## config.mk

```make
export PLATFORM = sky130hd
export DESIGN_NAME = pc_sequencer_flat
export DESIGN_NICKNAME = d
export VERILOG_FILES = /design/src/rtl/pc_sequencer_if.sv /design/src/rtl/pc_sequencer.sv /design/src/flat_wrapper.sv
export SDC_FILE = /design/constraint.sdc
export NUM_CORES = 1
export LEC_CHECK = 0
export CORE_ASPECT_RATIO = 2
export CORE_MARGIN = 2
export CORE_UTILIZATION = 25
export DETAILED_ROUTE_END_ITERATION = 10
export PLACE_DENSITY = 0.57
export RECOVER_POWER = 50
export SLEW_MARGIN = 20
export SYNTH_ARGS = -nofsm -noshare
export SYNTH_HDL_FRONTEND = slang
export SYNTH_SLANG_ARGS = --single-unit
```

## constraint.sdc

```tcl
create_clock -name CLK -period 3.2 [get_ports CLK]
set_clock_uncertainty 0.1 [all_clocks]
set_input_delay 0.96 -clock CLK [delete_from_list [all_inputs] [get_ports CLK]]
set_output_delay 0.96 -clock CLK [all_outputs]
set_load 0.01 [all_outputs]
```

## src/rtl/pc_sequencer_if.sv

```systemverilog
// Instruction-memory fetch bus between pc_sequencer (master) and instruction memory (slave).
interface pc_sequencer_if #(
  parameter int unsigned INSTRUCTION_WIDTH = 32
);
  logic                         imem_req;
  logic [INSTRUCTION_WIDTH-1:0] imem_addr;
  logic                         imem_ready;
  logic [INSTRUCTION_WIDTH-1:0] imem_rdata;

  modport master (
    output imem_req,
    output imem_addr,
    input  imem_ready,
    input  imem_rdata
  );

  modport slave (
    input  imem_req,
    input  imem_addr,
    output imem_ready,
    output imem_rdata
  );
endinterface

```

## src/rtl/pc_sequencer.sv

```systemverilog
// Fetch sequencer: owns the PC, runs the imem fetch handshake and selects the next PC on retire.
// Optional fetch watchdog enabled by defining PC_SEQ_FETCH_TIMEOUT_EN.
module pc_sequencer #(
  parameter int unsigned                  INSTRUCTION_WIDTH = 32,
  parameter logic [INSTRUCTION_WIDTH-1:0] RESET_VECTOR      = 32'h0000_0000,
  parameter logic [INSTRUCTION_WIDTH-1:0] EXC_VECTOR        = 32'h8000_0180,
  parameter int unsigned                  TIMEOUT_CYCLES    = 15
) (
  input  logic                         CLK,
  input  logic                         RST,
  pc_sequencer_if.master               imem,
  output logic [INSTRUCTION_WIDTH-1:0] instr,
  output logic                         instr_valid,
  output logic [INSTRUCTION_WIDTH-1:0] pc,
  input  logic                         stall,
  input  logic                         branch_taken,
  input  logic [INSTRUCTION_WIDTH-1:0] branch_offset,
  input  logic                         jump,
  input  logic [25:0]                  jump_index,
  input  logic                         jump_reg,
  input  logic [INSTRUCTION_WIDTH-1:0] reg_target,
  input  logic                         exception,
  output logic [INSTRUCTION_WIDTH-1:0] epc,
  output logic                         addr_err,
  output logic                         bus_err
);

  // The jump target concatenation assumes a 32-bit word with a 26-bit index field.
  if (INSTRUCTION_WIDTH != 32 || TIMEOUT_CYCLES == 0) begin : g_bad_cfg
    $error("pc_sequencer: INSTRUCTION_WIDTH must be 32 and TIMEOUT_CYCLES at least 1");
  end

  typedef enum logic [1:0] {
    S_IDLE,
    S_FETCH,
    S_ISSUE
  } state_t;

  state_t                         state;
  logic                           req_q;
  logic [INSTRUCTION_WIDTH-1:0]   pc4;

  assign pc4            = pc + INSTRUCTION_WIDTH'(4);
  assign imem.imem_req  = req_q;
  assign imem.imem_addr = pc;

`ifdef PC_SEQ_FETCH_TIMEOUT_EN
  localparam int unsigned TMO_W = $clog2(TIMEOUT_CYCLES + 1);
  localparam logic [TMO_W-1:0] TMO_LAST = TMO_W'(TIMEOUT_CYCLES - 1);

  logic [TMO_W-1:0] tmo_cnt;
  logic             tmo_hit;

  // Counts unanswered FETCH cycles; cleared whenever the fetch completes or restarts.
  assign tmo_hit = (state == S_FETCH) && !imem.imem_ready && (tmo_cnt == TMO_LAST);

  always_ff @(posedge CLK or negedge RST) begin
    if (!RST) begin
      tmo_cnt <= '0;
    end else if (state != S_FETCH || imem.imem_ready || tmo_hit) begin
      tmo_cnt <= '0;
    end else begin
      tmo_cnt <= tmo_cnt + TMO_W'(1);
    end
  end
`else
  assign bus_err = 1'b0;
`endif

  always_ff @(posedge CLK or negedge RST) begin
    if (!RST) begin
      state       <= S_IDLE;
      pc          <= RESET_VECTOR;
      instr       <= '0;
      epc         <= '0;
      req_q       <= 1'b0;
      instr_valid <= 1'b0;
      addr_err    <= 1'b0;
`ifdef PC_SEQ_FETCH_TIMEOUT_EN
      bus_err     <= 1'b0;
`endif
    end else begin
      addr_err <= 1'b0;
`ifdef PC_SEQ_FETCH_TIMEOUT_EN
      bus_err  <= 1'b0;
`endif
      unique case (state)
        S_IDLE: begin
          state <= S_FETCH;
          req_q <= 1'b1;
        end

        S_FETCH: begin
          if (imem.imem_ready) begin
            instr       <= imem.imem_rdata;
            instr_valid <= 1'b1;
            req_q       <= 1'b0;
            state       <= S_ISSUE;
          end
`ifdef PC_SEQ_FETCH_TIMEOUT_EN
          else if (tmo_hit) begin
            // Stay in FETCH and refetch from the exception vector.
            pc      <= EXC_VECTOR;
            epc     <= pc;
            bus_err <= 1'b1;
          end
`endif
        end

        S_ISSUE: begin
          if (!stall) begin
            instr_valid <= 1'b0;
            req_q       <= 1'b1;
            state       <= S_FETCH;
            if (exception) begin
              pc  <= EXC_VECTOR;
              epc <= pc;
            end else if (jump_reg && (reg_target[1:0] != 2'b00)) begin
              pc       <= EXC_VECTOR;
              epc      <= pc;
              addr_err <= 1'b1;
            end else if (jump_reg) begin
              pc <= reg_target;
            end else if (jump) begin
              pc <= {pc4[INSTRUCTION_WIDTH-1:28], jump_index, 2'b00};
            end else if (branch_taken) begin
              pc <= pc4 + (branch_offset << 2);
            end else begin
              pc <= pc4;
            end
          end
        end

        default: begin
          state <= S_IDLE;
          req_q <= 1'b0;
        end
      endcase
    end
  end

endmodule
```

## src/flat_wrapper.sv

```systemverilog
// flat-port wrapper written by rule: the top's interface ports become plain ports
module pc_sequencer_flat 
#(
  parameter int unsigned                  INSTRUCTION_WIDTH = 32,
  parameter logic [INSTRUCTION_WIDTH-1:0] RESET_VECTOR      = 32'h0000_0000,
  parameter logic [INSTRUCTION_WIDTH-1:0] EXC_VECTOR        = 32'h8000_0180,
  parameter int unsigned                  TIMEOUT_CYCLES    = 15
)
  (CLK, RST, instr, instr_valid, pc, stall, branch_taken, branch_offset, jump, jump_index, jump_reg, reg_target, exception, epc, addr_err, bus_err, imem_imem_req, imem_imem_addr, imem_imem_ready, imem_imem_rdata);
  pc_sequencer_if #(.INSTRUCTION_WIDTH(INSTRUCTION_WIDTH)) imem_i ();
  input  logic CLK;
  input  logic RST;
  output logic [INSTRUCTION_WIDTH-1:0] instr;
  output logic instr_valid;
  output logic [INSTRUCTION_WIDTH-1:0] pc;
  input  logic stall;
  input  logic branch_taken;
  input  logic [INSTRUCTION_WIDTH-1:0] branch_offset;
  input  logic jump;
  input  logic [25:0] jump_index;
  input  logic jump_reg;
  input  logic [INSTRUCTION_WIDTH-1:0] reg_target;
  input  logic exception;
  output logic [INSTRUCTION_WIDTH-1:0] epc;
  output logic addr_err;
  output logic bus_err;
  output wire logic [$bits(imem_i.imem_req)-1:0] imem_imem_req;
  output wire logic [$bits(imem_i.imem_addr)-1:0] imem_imem_addr;
  input wire logic [$bits(imem_i.imem_ready)-1:0] imem_imem_ready;
  input wire logic [$bits(imem_i.imem_rdata)-1:0] imem_imem_rdata;
  assign imem_imem_req = imem_i.imem_req;
  assign imem_imem_addr = imem_i.imem_addr;
  assign imem_i.imem_ready = imem_imem_ready;
  assign imem_i.imem_rdata = imem_imem_rdata;
  pc_sequencer #(.INSTRUCTION_WIDTH(INSTRUCTION_WIDTH), .RESET_VECTOR(RESET_VECTOR), .EXC_VECTOR(EXC_VECTOR), .TIMEOUT_CYCLES(TIMEOUT_CYCLES)) u_core (.CLK(CLK), .RST(RST), .imem(imem_i), .instr(instr), .instr_valid(instr_valid), .pc(pc), .stall(stall), .branch_taken(branch_taken), .branch_offset(branch_offset), .jump(jump), .jump_index(jump_index), .jump_reg(jump_reg), .reg_target(reg_target), .exception(exception), .epc(epc), .addr_err(addr_err), .bus_err(bus_err));
endmodule
```

Yosys cells after proc, flatten, opt, wreduce, memory -nomap -nowiden
Cells that the tools add are included.
{"block": "word_totals", "mem_bits_ro": 0, "latch_bits": 0, "output_inout_bits": 132, "ram_bits": 0, "inputBits": 130, "regBits": 101, "elab_cells": 44, "memories": 0}
{"block": "op_classes", "addsub": 2, "n_div": 0, "n_shift": 0, "n_mux": 20, "n_eq_ne": 4, "n_reduce_logical": 10, "bitwise_logic": 1, "multipliers": 0, "magnitude_cmp": 0}
{"operator": "$mux W32", "n": 7}
{"operator": "$add A32 B3 Y32 const B", "n": 1}
{"operator": "$add A32 B32 Y32", "n": 1}
{"operator": "$mux W1", "n": 8}
{"operator": "$pmux W2 S3", "n": 1}
{"operator": "$reduce_and A2 Y1", "n": 3}
{"operator": "$reduce_and A3 Y1", "n": 2}
{"operator": "$reduce_bool A2 Y1", "n": 3}
{"operator": "$mux W2", "n": 2}
{"operator": "$ne A2 B2 Y1 const B", "n": 2}
{"operator": "$pmux W1 S3", "n": 1}
{"operator": "$eq A2 B1 Y1 const B", "n": 1}
{"operator": "$eq A2 B2 Y1 const B", "n": 1}
{"operator": "$logic_not A2 Y1", "n": 1}
{"operator": "$pmux W1 S2", "n": 1}
{"operator": "$logic_and A1 B1 Y1", "n": 1}
{"operator": "$not A1 Y1", "n": 1}

Longest topological paths before layout
{"block": "depth", "word_depth": 7, "ltp_mapped": 16}

Worst setup path after synthesis
OpenSTA, ideal clock, no wires.
{"block": "synth_timing", "kind": "reg-to-reg", "startpoint": "reg u_core.pc[4], in the netlist u_core.imem.imem_addr[4]", "endpoint": "reg u_core.pc[31], in the netlist u_core.imem.imem_addr[31]", "path_stages_with_launch": 17, "arrival_time_ps": 3378, "path_slack_ps": -372, "period_less_slack_ps": 3572, "cell_sequence": "dfrtp_1 > buf_2 > nand4_2 > nor4b_4 > and2_4 > and3_2 > xor2_1 > ha_1 > clkbuf_1 > o21ai_0 > nor2_1 > or3_1 > nor4_1 > a21oi_1 > xor2_1 > mux2i_1 > a211oi_1"}
{"block": "synth_via", "elab_chain_len": 7}
{"item": "from (decl)", "line": "pc_sequencer.sv:14", "source": "output logic [INSTRUCTION_WIDTH-1:0] pc,"}
{"item": "from (signal assigned)", "line": "pc_sequencer.sv:123", "source": "pc <= reg_target;"}
{"item": "from (signal assigned)", "line": "pc_sequencer.sv:125", "source": "pc <= {pc4[INSTRUCTION_WIDTH-1:28], jump_index, 2'b00};"}
{"item": "from (signal assigned)", "line": "pc_sequencer.sv:127", "source": "pc <= pc4 + (branch_offset << 2);"}
{"item": "$add A32 B3 Y32 *", "line": "pc_sequencer.sv:43", "source": "assign pc4 = pc + INSTRUCTION_WIDTH'(4);"}
{"item": "$add A32 B32 Y32", "line": "pc_sequencer.sv:127"}
{"item": "$mux W32", "line": "pc_sequencer.sv:126", "source": "end else if (branch_taken) begin"}
{"item": "$mux W32 *", "line": "pc_sequencer.sv:124", "source": "end else if (jump) begin"}
{"item": "$mux W32 *", "line": "pc_sequencer.sv:122", "source": "end else if (jump_reg) begin"}
{"item": "$mux W32 *", "line": "pc_sequencer.sv:118", "source": "end else if (jump_reg && (reg_target[1:0] != 2'b00)) begin"}
{"item": "$mux W32 *", "line": "pc_sequencer.sv:115", "source": "if (exception) begin"}
Every way passes the cells marked *; elsewhere a longest branch is shown, timed or not.
A chain may end at the register's enable or synchronous reset.

Worst setup path in the final report
{"block": "layout_timing", "startpoint": "reg u_core.pc[15], in the netlist u_core.imem.imem_addr[15]", "endpoint": "reg u_core.pc[31], in the netlist u_core.imem.imem_addr[31]"}
Same word-level chain as after synthesis.

==> results_dict.tcl <==
set metrics [dict create \
    status "finished with violations" \
    violations "negative setup slack" \
    slowest_delay_ps 390 \
    yosys.area.top_type "dfrtp_1" \
    grt_start_max_net_pins 49 \
    antenna_found_initial 2 \
    coreArea_um2 27500 \
    drv_slew 0 \
    clkSinkCount 100 \
    die_area_um2 29300 \
    yosysSeqAreaShare_pct 35.9 \
    drive_above_1_share_pct 33.9 \
    drtIter0Drc 324 \
    vias 7350 \
    crit_arrival_ps 3620 \
    yosysTopAreaCellShare_pct 35.9 \
    startpoint_type "flip-flop" \
    maxCapViolCount 0 \
    drc 0 \
    critPathMaxFanout 3 \
    path_cells "nand4_1 > nor3_2 > buf_4 > nand4_1 > nor2_2 > xor2_2 > ha_1 > a21o_1 > o21bai_4 > or3_4 > o22ai_1 > a21oi_2 > xor2_1 > mux2i_1 > a211oi_1" \
    clk_path_buf_depth 2 \
    syn_area_per_cell_um2 9.32 \
    nets 1311 \
    min_path_type "reg -> reg" \
    power.density_nw_per_um2 834 \
    crit_type "reg -> reg" \
    intPower_mw 6.17 \
    start_util_pct 25.3 \
    ant_nets 0 \
    finalCritPeriodShare_pct 108 \
    setup_slack_ps -248 \
    drt_wl_total_um 28800 \
    ys.flop_type "dfrtp_1" \
    ir_drop_mv 0.294 \
    ys_ff_latch 100 \
    syn_inst 748 \
    r2r-start "u_core.imem.imem_addr[15]" \
    clk_latency_ps 360 \
    synth-edff-count 0 \
    tightest_slew_ps 1210 \
    slew_headroom_pct 19.5 \
    num_rows 86 \
    layout_min_cycle_time_ps 3450 \
    htreeDepth 3 \
    worstPathRequired_ps 3370 \
    cts_hold_buf 0 \
    rsz0062_at_grt "yes" \
    power.switching_mw 3.92 \
    dr.pass1.iters 5 \
    cts_tree "built" \
    portBuffers 258 \
    gp_congestion 0.922 \
    yosys-top-cells-area "dfrtp_1 (36%), mux2_2 (10%), ha_1 (6.3%), o21ai_0 (4.0%), xnor2_1 (3.9%)" \
    switching_share_pct 38.9 \
    p_comb_share_pct 66.9 \
    die_h_um 240 \
    p_leak_nw 5.22 \
    critPathSlowestCell "or3_4" \
    fmax_mhz 290 \
    root_buffer "clkbuf_16" \
    area.growth.synth_to_final_pct 73.6 \
    dpl.hpwl_um 23400 \
    synth_cell_types 67 \
    grt_pass1_wl_um 42200 \
    path_common_cell "nand4_1" \
    fin_util_pct 43.9 \
    wl_per_cell_um 19.1 \
    grt_pass1_vias 7507 \
    clock_power_share_pct 11.8 \
    end_kind "flip-flop" \
    viasPerCell 4.89 \
    startpoint "u_core.imem.imem_addr[15]" \
    numCtsBuffers 9 \
    clkTransAtPathRegs_ps 80 \
    tns_ps -890 \
    pwr-share-seq_pct 21.3 \
    ios 262 \
    yosysWarnings 0 \
    syn-cell-area_um2 6970 \
    grt_overflow 0 \
    async_flop_share_pct 100 \
    hold_violations 0 \
    hold_start "u_core.epc[19]" \
    final_area_um2 12100 \
    grt_util_all_layers_pct 19.3 \
    die_x_um 122 \
    setup_viol 11 \
    holdWs_ps 381 \
    synth_nets 914 \
    placed_area_um2 10900 \
]
repair_timing:
item	CTS	global route
buffers inserted	17	8
pin swaps	50	25
resized for setup	93	57
setup endpoints to repair	16	17
hold endpoints to repair	0	0
registers in the layout, indices dropped and copies added (netlist names):
name                   count
u_core.state               2
u_core.imem.imem_addr     32
u_core.epc                32
u_core.instr_valid         1
u_core.addr_err            1
u_core.instr              32
power by group through the flow:
stage                     Combinational, mW  Clock (mW)  Sequential [mW]
after global routing                   7.24        1.28             2.23
after detailed placement               6.03           0             2.18
after CTS                              6.52        1.23             2.15
after floorplan                        2.58           0             2.53
after global placement                 5.98           0             2.15
final                                  6.75        1.19             2.15
stage by stage:
| step | total power [mW] | setup WS (ps) | cells |
|---|---|---|---|
| floorplan | 5.11 | -216 | 748 |
| global placement | 8.12 | -605 | 1463 |
| detailed placement | 8.20 | -638 | 1463 |
| CTS | 9.90 | -345 | 1494 |
| global route | 10.7 | -369 | 1504 |
| finish | 10.1 | -248 | 1504 |
layout make-up:
cell class                 instances  area, µm²
antenna                            2       5.00
clock buffer                      10        239
clock inverter                     6       80.1
fill                            2730      15400
inverter                          18       67.6
multi-input combinational        563       4670
sequential                       100       2500
tap                              352        440
timing repair buffer             453       4100
cell usage after synthesis, drive strengths merged (4+ instances only):
cell type,number
o221ai,6
a21o,11
xnor2,32
and3,8
o21a,10
nor2,52
nand2,64
mux2i,8
a31oi,13
buf,44
a211oi,7
a22o,6
mux2,62
o22ai,7
o21bai,5
ha,35
inv,17
nand3,15
clkbuf,23
dfrtp,100
a221oi,7
o211ai,9
or3,5
nand2b,4
and2,6
nand4,19
nor3,15
xor2,15
o21ai,57
a21oi,41
a22oi,7
nor2b,5
worst max-delay path, delay by kind of cell (launching register included):
kind | cells | cell delay [ps]
DFF | 1 | 360
adders and majority gates | 1 | 280
AOI/OAI and AO/OA | 5 | 820
and+or+nand+nor | 5 | 1180
buffers and inverters | 1 | 140
xor gates and xnor gates | 2 | 360
muxes | 1 | 120
path summary, 6_finish.rpt:
check,to,cells after the start,slack (ps)
worst max-delay path,u_core.imem.imem_addr[31],15,-250
worst min-delay path,u_core.epc[19],2,380
worst max register to register,u_core.imem.imem_addr[31],15,-250
worst min register to register,u_core.epc[19],2,380
max in group asynchronous,u_core.imem.imem_addr[2],2,380
min in group asynchronous,u_core.instr[30],1,720
cell families after synthesis:
| kind of cell | after synthesis | share of synthesized area, % |
|---|---|---|
| and+or+nand+nor | 206 | 14.7 |
| AOI/OAI and AO/OA | 203 | 18.7 |
| DFF | 100 | 35.9 |
| buffers and inverters | 85 | 6.95 |
| muxes | 70 | 11.2 |
| xor gates and xnor gates | 47 | 6.01 |
| adders and majority gates | 36 | 6.57 |
| other | 1 | 0.0538 |
routing by layer:
metal / global-route usage [%] / up-vias / share of wire (%)
met5: 0 / - / 0
met4: 10.7 / 0 / 5.2
met3: 2.32 / 72 / 3.8
met2: 36.6 / 259 / 55
met1: 20.1 / 3530 / 35
li1: - / 3489 / -
placed cells by master (no fill, tap or decap), drive strengths merged, types with 4 or more instances in the layout:
master and instances:
clkdlybuf4s50 235, buf 191, dfrtp 100, nand2 64, mux2 62, o21ai 57, nor2 52, a21oi 41
ha 35, xnor2 32, dlygate4sd3 21, inv 20, nand4 19, nand3 15, xor2 15, nor3 15
clkbuf 15, a31oi 13, a21o 11, o21a 10, o211ai 9, mux2i 8, and3 8, a22oi 7
o22ai 7, a221oi 7, a211oi 7, o221ai 6, a22o 6, and2 6, nor2b 5, o21bai 5
or3 5, nand2b 4
(Power assumes the default switching activity.)
